==> src/rtl/vme_bus_arbiter.sv <==
// ---------------------------------------------------------------------------
// vme_bus_arbiter
//
// VME system-controller (slot-1) bus arbiter for LEVELS request/grant levels.
// Level 0 has the highest priority. The arbiter offers the bus on one
// BGOUT daisy-chain head, watches BBSY to follow ownership, withdraws a grant
// that nobody takes up, and in fixed-priority mode asks the current owner to
// release the bus (BCLR) when a higher-priority level requests it.
//
// Parameters
//   LEVELS          number of request/grant levels (2..8)
//   ROUND_ROBIN     0: fixed priority with BCLR pre-emption
//                   1: round-robin rotation, BCLR never asserted
//   TIMEOUT_CYCLES  cycles a grant may stay untaken before withdrawal
//                   (0 disables the timeout)
//
// Ports
//   clock          system clock, rising edge
//   reset          synchronous, active-high reset
//   vme_br         bus requests, active-low, asynchronous
//   vme_bbsy       backplane BBSY, active-low, asynchronous
//   vme_bgout      registered bus grants, active-low, at most one bit low
//   vme_bclr       registered bus clear, active-low
//   grant_active   high while a grant is offered or the bus is owned
//   grant_level    level currently granted or owning the bus
//   timeout_pulse  one-cycle pulse when a grant is withdrawn by timeout
// ---------------------------------------------------------------------------
module vme_bus_arbiter #(
  parameter int unsigned LEVELS         = 4,
  parameter int unsigned ROUND_ROBIN    = 0,
  parameter int unsigned TIMEOUT_CYCLES = 255
) (
  input  logic                      clock,
  input  logic                      reset,
  input  logic [LEVELS-1:0]         vme_br,
  input  logic                      vme_bbsy,
  output logic [LEVELS-1:0]         vme_bgout,
  output logic                      vme_bclr,
  output logic                      grant_active,
  output logic [$clog2(LEVELS)-1:0] grant_level,
  output logic                      timeout_pulse
);

  localparam int unsigned LW = $clog2(LEVELS);
  // Counter only has to reach TIMEOUT_CYCLES-1.
  localparam int unsigned TW = (TIMEOUT_CYCLES > 1) ? $clog2(TIMEOUT_CYCLES) : 1;
  localparam logic [TW-1:0] TO_LAST =
    (TIMEOUT_CYCLES == 0) ? '0 : TW'(TIMEOUT_CYCLES - 1);

  typedef enum logic [1:0] {
    IDLE  = 2'd0,
    GRANT = 2'd1,
    BUSY  = 2'd2,
    CLEAR = 2'd3
  } state_t;

  state_t state, state_nxt;

  logic [LEVELS-1:0] br_m, br_s;
  logic              bbsy_m, bbsy_s;

  logic [TW-1:0]     cnt, cnt_nxt;
  logic [LW-1:0]     last, last_nxt;
  logic [LW-1:0]     level_nxt;
  logic [LW-1:0]     winner;
  logic              any_req;
  logic              preempt;
  logic              timeout_hit;

  logic [LEVELS-1:0] bgout_nxt;
  logic              bclr_nxt;
  logic              pulse_nxt;

  // -------------------------------------------------------------------------
  // Two-flop synchronisers; every decision below uses br_s / bbsy_s only.
  // -------------------------------------------------------------------------
  always_ff @(posedge clock) begin
    if (reset) begin
      br_m   <= '1;
      br_s   <= '1;
      bbsy_m <= 1'b1;
      bbsy_s <= 1'b1;
    end else begin
      br_m   <= vme_br;
      br_s   <= br_m;
      bbsy_m <= vme_bbsy;
      bbsy_s <= bbsy_m;
    end
  end

  // -------------------------------------------------------------------------
  // Winner selection. Round-robin searches upward from the level after the
  // last one granted, wrapping at LEVELS.
  // -------------------------------------------------------------------------
  always_comb begin : pick
    int unsigned idx;
    idx     = 0;
    winner  = '0;
    any_req = 1'b0;
    if (ROUND_ROBIN != 0) begin
      for (int unsigned k = 1; k <= LEVELS; k++) begin
        idx = (32'(last) + k) % LEVELS;
        if (!any_req && !br_s[idx]) begin
          any_req = 1'b1;
          winner  = LW'(idx);
        end
      end
    end else begin
      for (int unsigned i = 0; i < LEVELS; i++) begin
        if (!any_req && !br_s[i]) begin
          any_req = 1'b1;
          winner  = LW'(i);
        end
      end
    end
  end

  // A strictly higher-priority request than the current owner.
  always_comb begin
    preempt = 1'b0;
    for (int unsigned i = 0; i < LEVELS; i++) begin
      if ((LW'(i) < grant_level) && !br_s[i]) begin
        preempt = 1'b1;
      end
    end
  end

  assign timeout_hit = (TIMEOUT_CYCLES != 0) && (cnt == TO_LAST);

  // -------------------------------------------------------------------------
  // State, counter and grant bookkeeping register.
  // -------------------------------------------------------------------------
  always_ff @(posedge clock) begin
    if (reset) begin
      state         <= IDLE;
      cnt           <= '0;
      last          <= LW'(LEVELS - 1);
      grant_level   <= '0;
      vme_bgout     <= '1;
      vme_bclr      <= 1'b1;
      timeout_pulse <= 1'b0;
    end else begin
      state         <= state_nxt;
      cnt           <= cnt_nxt;
      last          <= last_nxt;
      grant_level   <= level_nxt;
      vme_bgout     <= bgout_nxt;
      vme_bclr      <= bclr_nxt;
      timeout_pulse <= pulse_nxt;
    end
  end

  // -------------------------------------------------------------------------
  // Next-state logic. In GRANT, BBSY takes precedence over withdrawal, which
  // takes precedence over the timeout. BUSY always passes through IDLE before
  // a new grant.
  // -------------------------------------------------------------------------
  always_comb begin
    state_nxt = state;
    cnt_nxt   = cnt;
    last_nxt  = last;
    level_nxt = grant_level;
    case (state)
      IDLE: begin
        if (any_req && bbsy_s) begin
          state_nxt = GRANT;
          level_nxt = winner;
          last_nxt  = winner;
          cnt_nxt   = '0;
        end
      end
      GRANT: begin
        if (!bbsy_s) begin
          state_nxt = BUSY;
        end else if (br_s[grant_level]) begin
          state_nxt = IDLE;
        end else if (timeout_hit) begin
          state_nxt = IDLE;
        end else if (TIMEOUT_CYCLES != 0) begin
          cnt_nxt = cnt + 1'b1;
        end
      end
      BUSY: begin
        if (bbsy_s) begin
          state_nxt = IDLE;
        end else if ((ROUND_ROBIN == 0) && preempt) begin
          state_nxt = CLEAR;
        end
      end
      CLEAR: begin
        // Held until release even if the pre-empting request goes away.
        if (bbsy_s) begin
          state_nxt = IDLE;
        end
      end
      default: begin
        state_nxt = IDLE;
      end
    endcase
  end

  // -------------------------------------------------------------------------
  // Output logic. Registered outputs are derived from the next state so that
  // a grant can only be low in GRANT and BCLR only in CLEAR.
  // -------------------------------------------------------------------------
  always_comb begin
    bgout_nxt = '1;
    if (state_nxt == GRANT) begin
      bgout_nxt[level_nxt] = 1'b0;
    end
    bclr_nxt  = (state_nxt != CLEAR);
    pulse_nxt = (state == GRANT) && bbsy_s && !br_s[grant_level] && timeout_hit;
  end

  assign grant_active = (state != IDLE);

endmodule

==> config.mk <==
export PLATFORM = sky130hd
export DESIGN_NAME = vme_bus_arbiter
export DESIGN_NICKNAME = d
export VERILOG_FILES = /design/src/rtl/vme_bus_arbiter.sv
export SDC_FILE = /design/constraint.sdc
export NUM_CORES = 1
export LEC_CHECK = 0
export CORE_MARGIN = 2
export CORE_UTILIZATION = 40
export CTS_CLUSTER_SIZE = 10
export DETAILED_ROUTE_END_ITERATION = 8
export DONT_BUFFER_PORTS = 1
export GPL_TIMING_DRIVEN = 0
export PLACE_DENSITY_LB_ADDON = 0.08
export SETUP_SLACK_MARGIN = 0.3
export SLEW_MARGIN = 20
export SYNTH_ARGS = -nofsm -noshare
export SYNTH_HDL_FRONTEND = slang
export SYNTH_SLANG_ARGS = --single-unit
==> constraint.sdc <==
create_clock -name clock -period 2.1 [get_ports clock]
set_clock_uncertainty 0.1 [all_clocks]
set_input_delay 0.21 -clock clock [delete_from_list [all_inputs] [get_ports clock]]
set_output_delay 0.21 -clock clock [all_outputs]
set_load 0.02 [all_outputs]
==> results of run 1 <==
[timing repair]
item / CTS / global route
hold buffers: 5 / 0
setup buffers: 2 / 2
gates resized for setup: 5 / 8
pin swaps: 7 / 2
endpoints found under the hold margin: 5 / 0
setup endpoints to repair: 9 / 15
[per-stage QoR]
step	setup TNS, ns	cells	area (sq um)	hold WS, ns	util
6_report	0	159	1355	0.2280	0.5000
5_1_grt	0	159	1355	0.2303	0.5000
4_1_cts	0	157	1309	0.2269	0.4829
3_5_place_dp	0	146	1172	0.2101	0.4326
3_3_place_gp	-0.0003659	146	1172	0.2119	0.4326
2_1_floorplan	0	115	1134	0.2071	-
[cell type report]
type	count	area, sq um
sequential	28	568.0
buffer	3	18.77
timing repair buffer	9	87.58
clock buffer	4	47.55
inverter	5	18.77
multi-input combinational	79	575.6
tap	31	38.79
fill	271	1355
[how the worst max path moves through the flow]
stage | slack, ns | to | startpoint | cells past startpoint
final | 0.05 | cnt[1]$_SDFFE_PP0P_ | grant_level[1]$_SDFF_PP0_ | 4
after global placement | -0.0004 | vme_bgout[0]$_SDFF_PP1_ | grant_level[1]$_SDFF_PP0_ | 4
after floorplan | 0.14 | vme_bgout[0]$_SDFF_PP1_ | grant_level[1]$_SDFF_PP0_ | 4
after global routing | 0.007 | cnt[1]$_SDFFE_PP0P_ | grant_level[1]$_SDFF_PP0_ | 4
after CTS | 0.02 | vme_bgout[0]$_SDFF_PP1_ | grant_level[1]$_SDFF_PP0_ | 4
after detailed placement | 0.02 | vme_bgout[0]$_SDFF_PP1_ | grant_level[1]$_SDFF_PP0_ | 4
[flip-flops by register name, summed over array words and instances (netlist names)]
register and cells:
vme_bclr 1, br_s 4, state 2, bbsy_s 1, br_m 4, timeout_pulse 1
grant_level 2, cnt 8, bbsy_m 1, vme_bgout 4
[kinds of logic after synthesis]
kind of cell               after synthesis  share of synthesized area
and+or+nand+nor                         50                     0.2661
DFF                                     28                     0.4967
AOI/OAI and AO/OA                       24                     0.1453
buffers and inverters                    8                    0.03326
muxes                                    2                    0.02882
adders and majority gates                2                    0.02217
xor gates and xnor gates                 1                   0.007762
[worst max-delay path, cell delays in order, from the launching register on]
cell and delay (ns):
dfxtp_4 0.44, mux4_2 0.53, a211o_4 0.32, or4b_4 0.49
a21oi_2 0.12
[where the power goes]
part           total (W)  internal [W]  switching, W
combinational  0.0000837     0.0000396     0.0000441
sequential      0.000569      0.000547     0.0000220
clock           0.000308      0.000146      0.000162
total           0.000961      0.000733      0.000228
[routing by layer]
metal | wire (um) | up-vias | GRT usage | share of wire
met2 | 994 | 16 | 0.2282 | 0.46
met4 | 17 | 0 | 0.03987 | 0.0078
met1 | 1059 | 400 | 0.1847 | 0.49
met5 | 0 | - | 0 | 0
li1 | - | 445 | - | -
met3 | 100 | 2 | 0.04535 | 0.046
[layout by cell type, fill, tap and decap left out, types with 2 or more instances in the layout]
cell	netlist	final
buf_6	1	3
inv_1	5	5
clkbuf_1	2	2
or3_1	3	3
or2_1	5	5
a2111o_1	2	2
or2_2	6	6
nand4_1	2	2
nand3_1	5	5
buf_4	0	2
ha_1	2	2
nand2_1	8	7
o21ai_2	0	2
and2_1	2	2
nor2_1	5	5
dlygate4sd3_1	0	5
a21oi_1	8	7
clkbuf_4	0	3
dfxtp_1	28	26
dfxtp_4	0	2
nand3b_1	2	2
==> flow_summary_export.csv, run 1 <==
group,metric,value,unit
global_route,grt_max_degree,17,
global_route,grt_overflow_total,0,
route,vias_per_cell,5.428,
setup_path,end_kind,"register",
synthesis,ys_seq_area_frac,0.4967,
route,drc,0,
worst_hold_path,worstHoldPathType,"in2reg",
synthesis,async_flop_share,0,
sta,final.period_utilization,0.9777,
finish,layout-drive-gt1-share,0.2266,
synthesis,synth.area.top_cells,"dfxtp_1 50%, a21oi_1 3.5%, or2_2 3.3%",
route,drt-total-wl,2.171,mm
placed_design,gp_congestion,0.7212,
setup_path,regToRegSetupSlack,0.05,ns
floorplan,num_rows,19,
sta,maxSlewViolCount,0,
route,antenna_left,0,
synthesis,syn_avg_cell_area,9.814,sq um
synthesis,dominantRegCellSynth,"dfxtp_1",
clocking,clock_latency,0.33,ns
placed_design,place_ws,0.01817,ns
clocking,cts_buffer_depth,2,
global_route,grt_pass1_wl,3.643,mm
floorplan,fp.dieH,57.12,um
synthesis,ys_ff_latch,28,
sta,timing.fmax,0.4870,GHz
synthesis,yosys-top-cells-count,"28 x dfxtp_1, 8 x a21oi_1, 8 x nand2_1, 6 x or2_2",
setup_path,arrival,2.24,ns
floorplan,fp.coreArea,0.002710,sq mm
synthesis,synthCells,115,
sta,setup_viol,0,
global_route,antenna_found_initial,0,
floorplan,die_w,57.12,um
clocking,clk_pin_slew,0.15,ns
sta,worst-slew-pin-transition,0.4906,ns
power_and_ir_drop,ir_worst_vdd,0.5892,mV
setup_path,cp-start-kind,"register",
setup_path,r2r_cells,4,
global_route,track_usage,0.1421,
sta,timing.slew.headroom,0.6688,
sta,grt_setup_unrepaired,"true",
floorplan,start_util,0.4164,
route,drt-initial-drc-count,19,
route,first_pass_iters,4,
finish,num_antenna_cells,0,
synthesis,synth_top_area_frac,0.4967,
route,vias,863,
synthesis,synth_nets,124,
setup_path,worstSetupPathType,"reg2reg",
finish,layout.nets,138,
floorplan,dieArea,0.003262,sq mm
global_route,first_global_vias,827,
clocking,htreeDepth,1,
route,wl_per_cell,13.65,um
sta,final.min_clock_period,2.053,ns
run,maxCapViolCount,0,
synthesis,yosysUniqueCellTypes,42,
sta,hold_viol,0,
synthesis,yosysMostFrequentCell,"dfxtp_1",
power_and_ir_drop,pwr_density_cell,709.1,mW/mm^2
synthesis,synth_warnings,0,
setup_path,cp.required,2.29,ns
status,outcome,"finished, final reports clean",
worst_hold_path,holdPathStages,2,
floorplan,ioPinCount,16,
power_and_ir_drop,leakagePower,0.5055,nW
clocking,clock-sinks,28,
worst_hold_path,hp-start,"reset",
placed_design,numPortBuffers,0,
synthesis,synth_top_area_cell,"dfxtp_1",
setup_path,r2r-start,"grant_level[1]$_SDFF_PP0_",
placed_design,post-dp-hpwl,1.414,mm
power_and_ir_drop,fin_total_pwr,0.0009609,W
clocking,cts_tree,"built",
clocking,cts_buffers,3,
finish,synthToLayoutAreaGrowth,20.07,%
worst_hold_path,hold_path_end,"vme_bgout[1]$_SDFF_PP1_",
sta,setup_ws,0.04680,ns
synthesis,synth_edf_count,0,
setup_path,critPathMaxFanout,6,
synthesis,syn-cell-area,0.001129,sq mm
setup_path,r2r-end,"cnt[1]$_SDFFE_PP0P_",
clocking,root_buffer,"clkbuf_4",
Power figures use the tool's default switching activity.
==> inputs of run 2 (changes only) <==
- PLACE_DENSITY_LB_ADDON: 0.08 -> default
- clock period: 2.1 -> 2.17 ns (I/O delays scaled with it)
==> run 2 against run 1 <==
Net effect: global-route usage is 0.55 points lower; worst setup slack gained 0.017 ns; sequential share of layout area increased by 0.20 points; wire length is 4.7% lower; power rose by 1.3%; sequential power shrank 3%; non-clock buffer count is 2 higher; core utilization decreased by 0.46 points; hold slack worse by 0.012 ns; cell area decreased by 0.92%; first-iteration DRC count rose by 79%; via count rose by 2.4%; largest power group unchanged.
==> flow_summary_export.csv, run 2 (synthesis results as in run 1) <==
group,metric,value,unit
setup_path,critPathBufInv,0,
clocking,htreeDepth,1,
placed_design,numPortBuffers,0,
setup_path,arrival,2.28,ns
floorplan,fp.dieH,57.12,um
setup_path,critical-path-top-delay-family,"multiplexers",
floorplan,dieArea,0.003262,sq mm
route,vias,884,
floorplan,start_util,0.4164,
floorplan,ioPinCount,16,
clocking,cts_buffers,3,
setup_path,critPathMaxFanout,6,
sta,hold_viol,0,
global_route,antenna_found_initial,0,
global_route,track_usage,0.1366,
placed_design,post-dp-hpwl,1.428,mm
route,wl_per_cell,12.86,um
setup_path,cpMaxStageDelayCell,"mux4_2",
global_route,grt_max_degree,17,
route,drc,0,
setup_path,cp.required,2.34,ns
finish,largest_reg_flops,8,
sta,timing.fmax,0.4749,GHz
route,vias_per_cell,5.491,
setup_path,worstSetupPathType,"reg2reg",
floorplan,die_w,57.12,um
sta,final.period_utilization,0.9704,
finish,top_register,"cnt",
clocking,cts_buffer_depth,2,
finish,final_common_cell,"dfxtp_1",
setup_path,slowest_delay,0.56,ns
floorplan,num_rows,19,
power_and_ir_drop,pwr_density_cell,725.2,mW/mm^2
finish,fillCellCount,259,
worst_hold_path,worstHoldPathType,"in2reg",
route,first_pass_iters,5,
placed_design,place_ws,0.05424,ns
clocking,clk_pin_slew,0.15,ns
sta,setup_viol,0,
setup_path,end_kind,"register",
setup_path,cp-start-kind,"register",
sta,maxSlewViolCount,0,
global_route,first_global_vias,828,
route,wl_met1,993,um
sta,setup_tns,0,ns
route,drt-total-wl,2.070,mm
clocking,cts_tree,"built",
sta,grt_setup_unrepaired,"true",
global_route,grt_overflow_total,0,
clocking,root_buffer,"clkbuf_4",
sta,worst-slew-pin-transition,0.4577,ns
finish,final_cell_mix,"26 x dfxtp_1, 8 x a21oi_1, 7 x nand2_1",
placed_design,gp_congestion,0.7819,
power_and_ir_drop,leakagePower,0.5081,nW
sta,timing.slew.headroom,0.6910,
run,maxCapViolCount,0,
clocking,clock-sinks,28,
route,antenna_left,0,
route,wl_met2,952,um
finish,num_antenna_cells,0,
finish,layout.nets,140,
floorplan,fp.coreArea,0.002710,sq mm
sta,final.min_clock_period,2.106,ns
route,top_layer,"met4",
status,outcome,"finished, final reports clean",
finish,synthToLayoutAreaGrowth,18.96,%
power_and_ir_drop,ir_worst_vdd,0.4484,mV
sta,setup_ws,0.06427,ns
route,routed-wl-met3,80,um
setup_path,critical_path.cell_chain,"mux4_2 -> a211o_4 -> or4b_1 -> a21oi_1",
finish,layout-drive-gt1-share,0.2000,
global_route,grt_pass1_wl,3.498,mm
route,drt-initial-drc-count,34,
clocking,clock_latency,0.33,ns
-- run 2: metal layers --
metal / track usage / up-vias
met5: 0 / -
met4: 0.06977 / 0
met3: 0.02721 / 5
met2: 0.2217 / 18
met1: 0.1724 / 416
li1: - / 445
-- run 2: path summary, 6_finish.rpt --
kind,from,to,slack [ns],cells past startpoint
max,grant_level[1]$_SDFF_PP0_,cnt[1]$_SDFFE_PP0P_,0.06,4
min,reset,vme_bgout[1]$_SDFF_PP1_,0.22,2
max reg2reg,grant_level[1]$_SDFF_PP0_,cnt[1]$_SDFFE_PP0P_,0.06,4
min reg2reg,br_m[0]$_SDFF_PP1_,br_s[0]$_SDFF_PP1_,0.32,1
-- run 2: layout make-up --
type | instances | area, sq um | share of cell area
Clock inverter | 1 | 30.03 | 0.02237
Tap cell | 31 | 38.79 | 0.02889
Clock buffer | 3 | 22.52 | 0.01678
Buffer | 3 | 18.77 | 0.01398
Sequential cell | 28 | 565.5 | 0.4212
Timing Repair Buffer | 11 | 92.59 | 0.06897
Multi-Input combinational cell | 79 | 555.5 | 0.4138
Inverter | 5 | 18.77 | 0.01398
-- run 2: repair_timing --
item / in CTS / in global routing
pin swaps: 3 / 2
gates cloned: 0 / 1
hold buffers: 5 / 0
setup buffers: 3 / 2
endpoints found under the hold margin: 5 / 0
setup endpoints to repair: 9 / 11
resized for setup: 2 / 4
-- run 2: power breakdown --
group	internal [W]	switching (W)
logic	0.0000376	0.0000419
clock network	0.000187	0.000156
registers	0.000531	0.0000207
-- run 2: worst reg2reg max path, delay by kind of cell, from the launching register on --
kind	cells	cell delay, ns
multiplexers	1	0.56
flip-flops	1	0.43
AND/OR/NAND/NOR	1	0.47
AO/OA/AOI/OAI	2	0.47
-- run 2: metrics by stage --
step                hold slack, ns  instance area [sq um]  instances    util   power, W
CTS                         0.2268                   1306        158  0.4820  0.0009802
global route                0.2495                   1343        161  0.4954   0.001012
detailed placement          0.2185                   1171        146  0.4321  0.0006301
finish                      0.2159                   1343        161  0.4954  0.0009736
global placement            0.2180                   1171        146  0.4321  0.0006286
floorplan                   0.2141                   1132        115       -  0.0006140
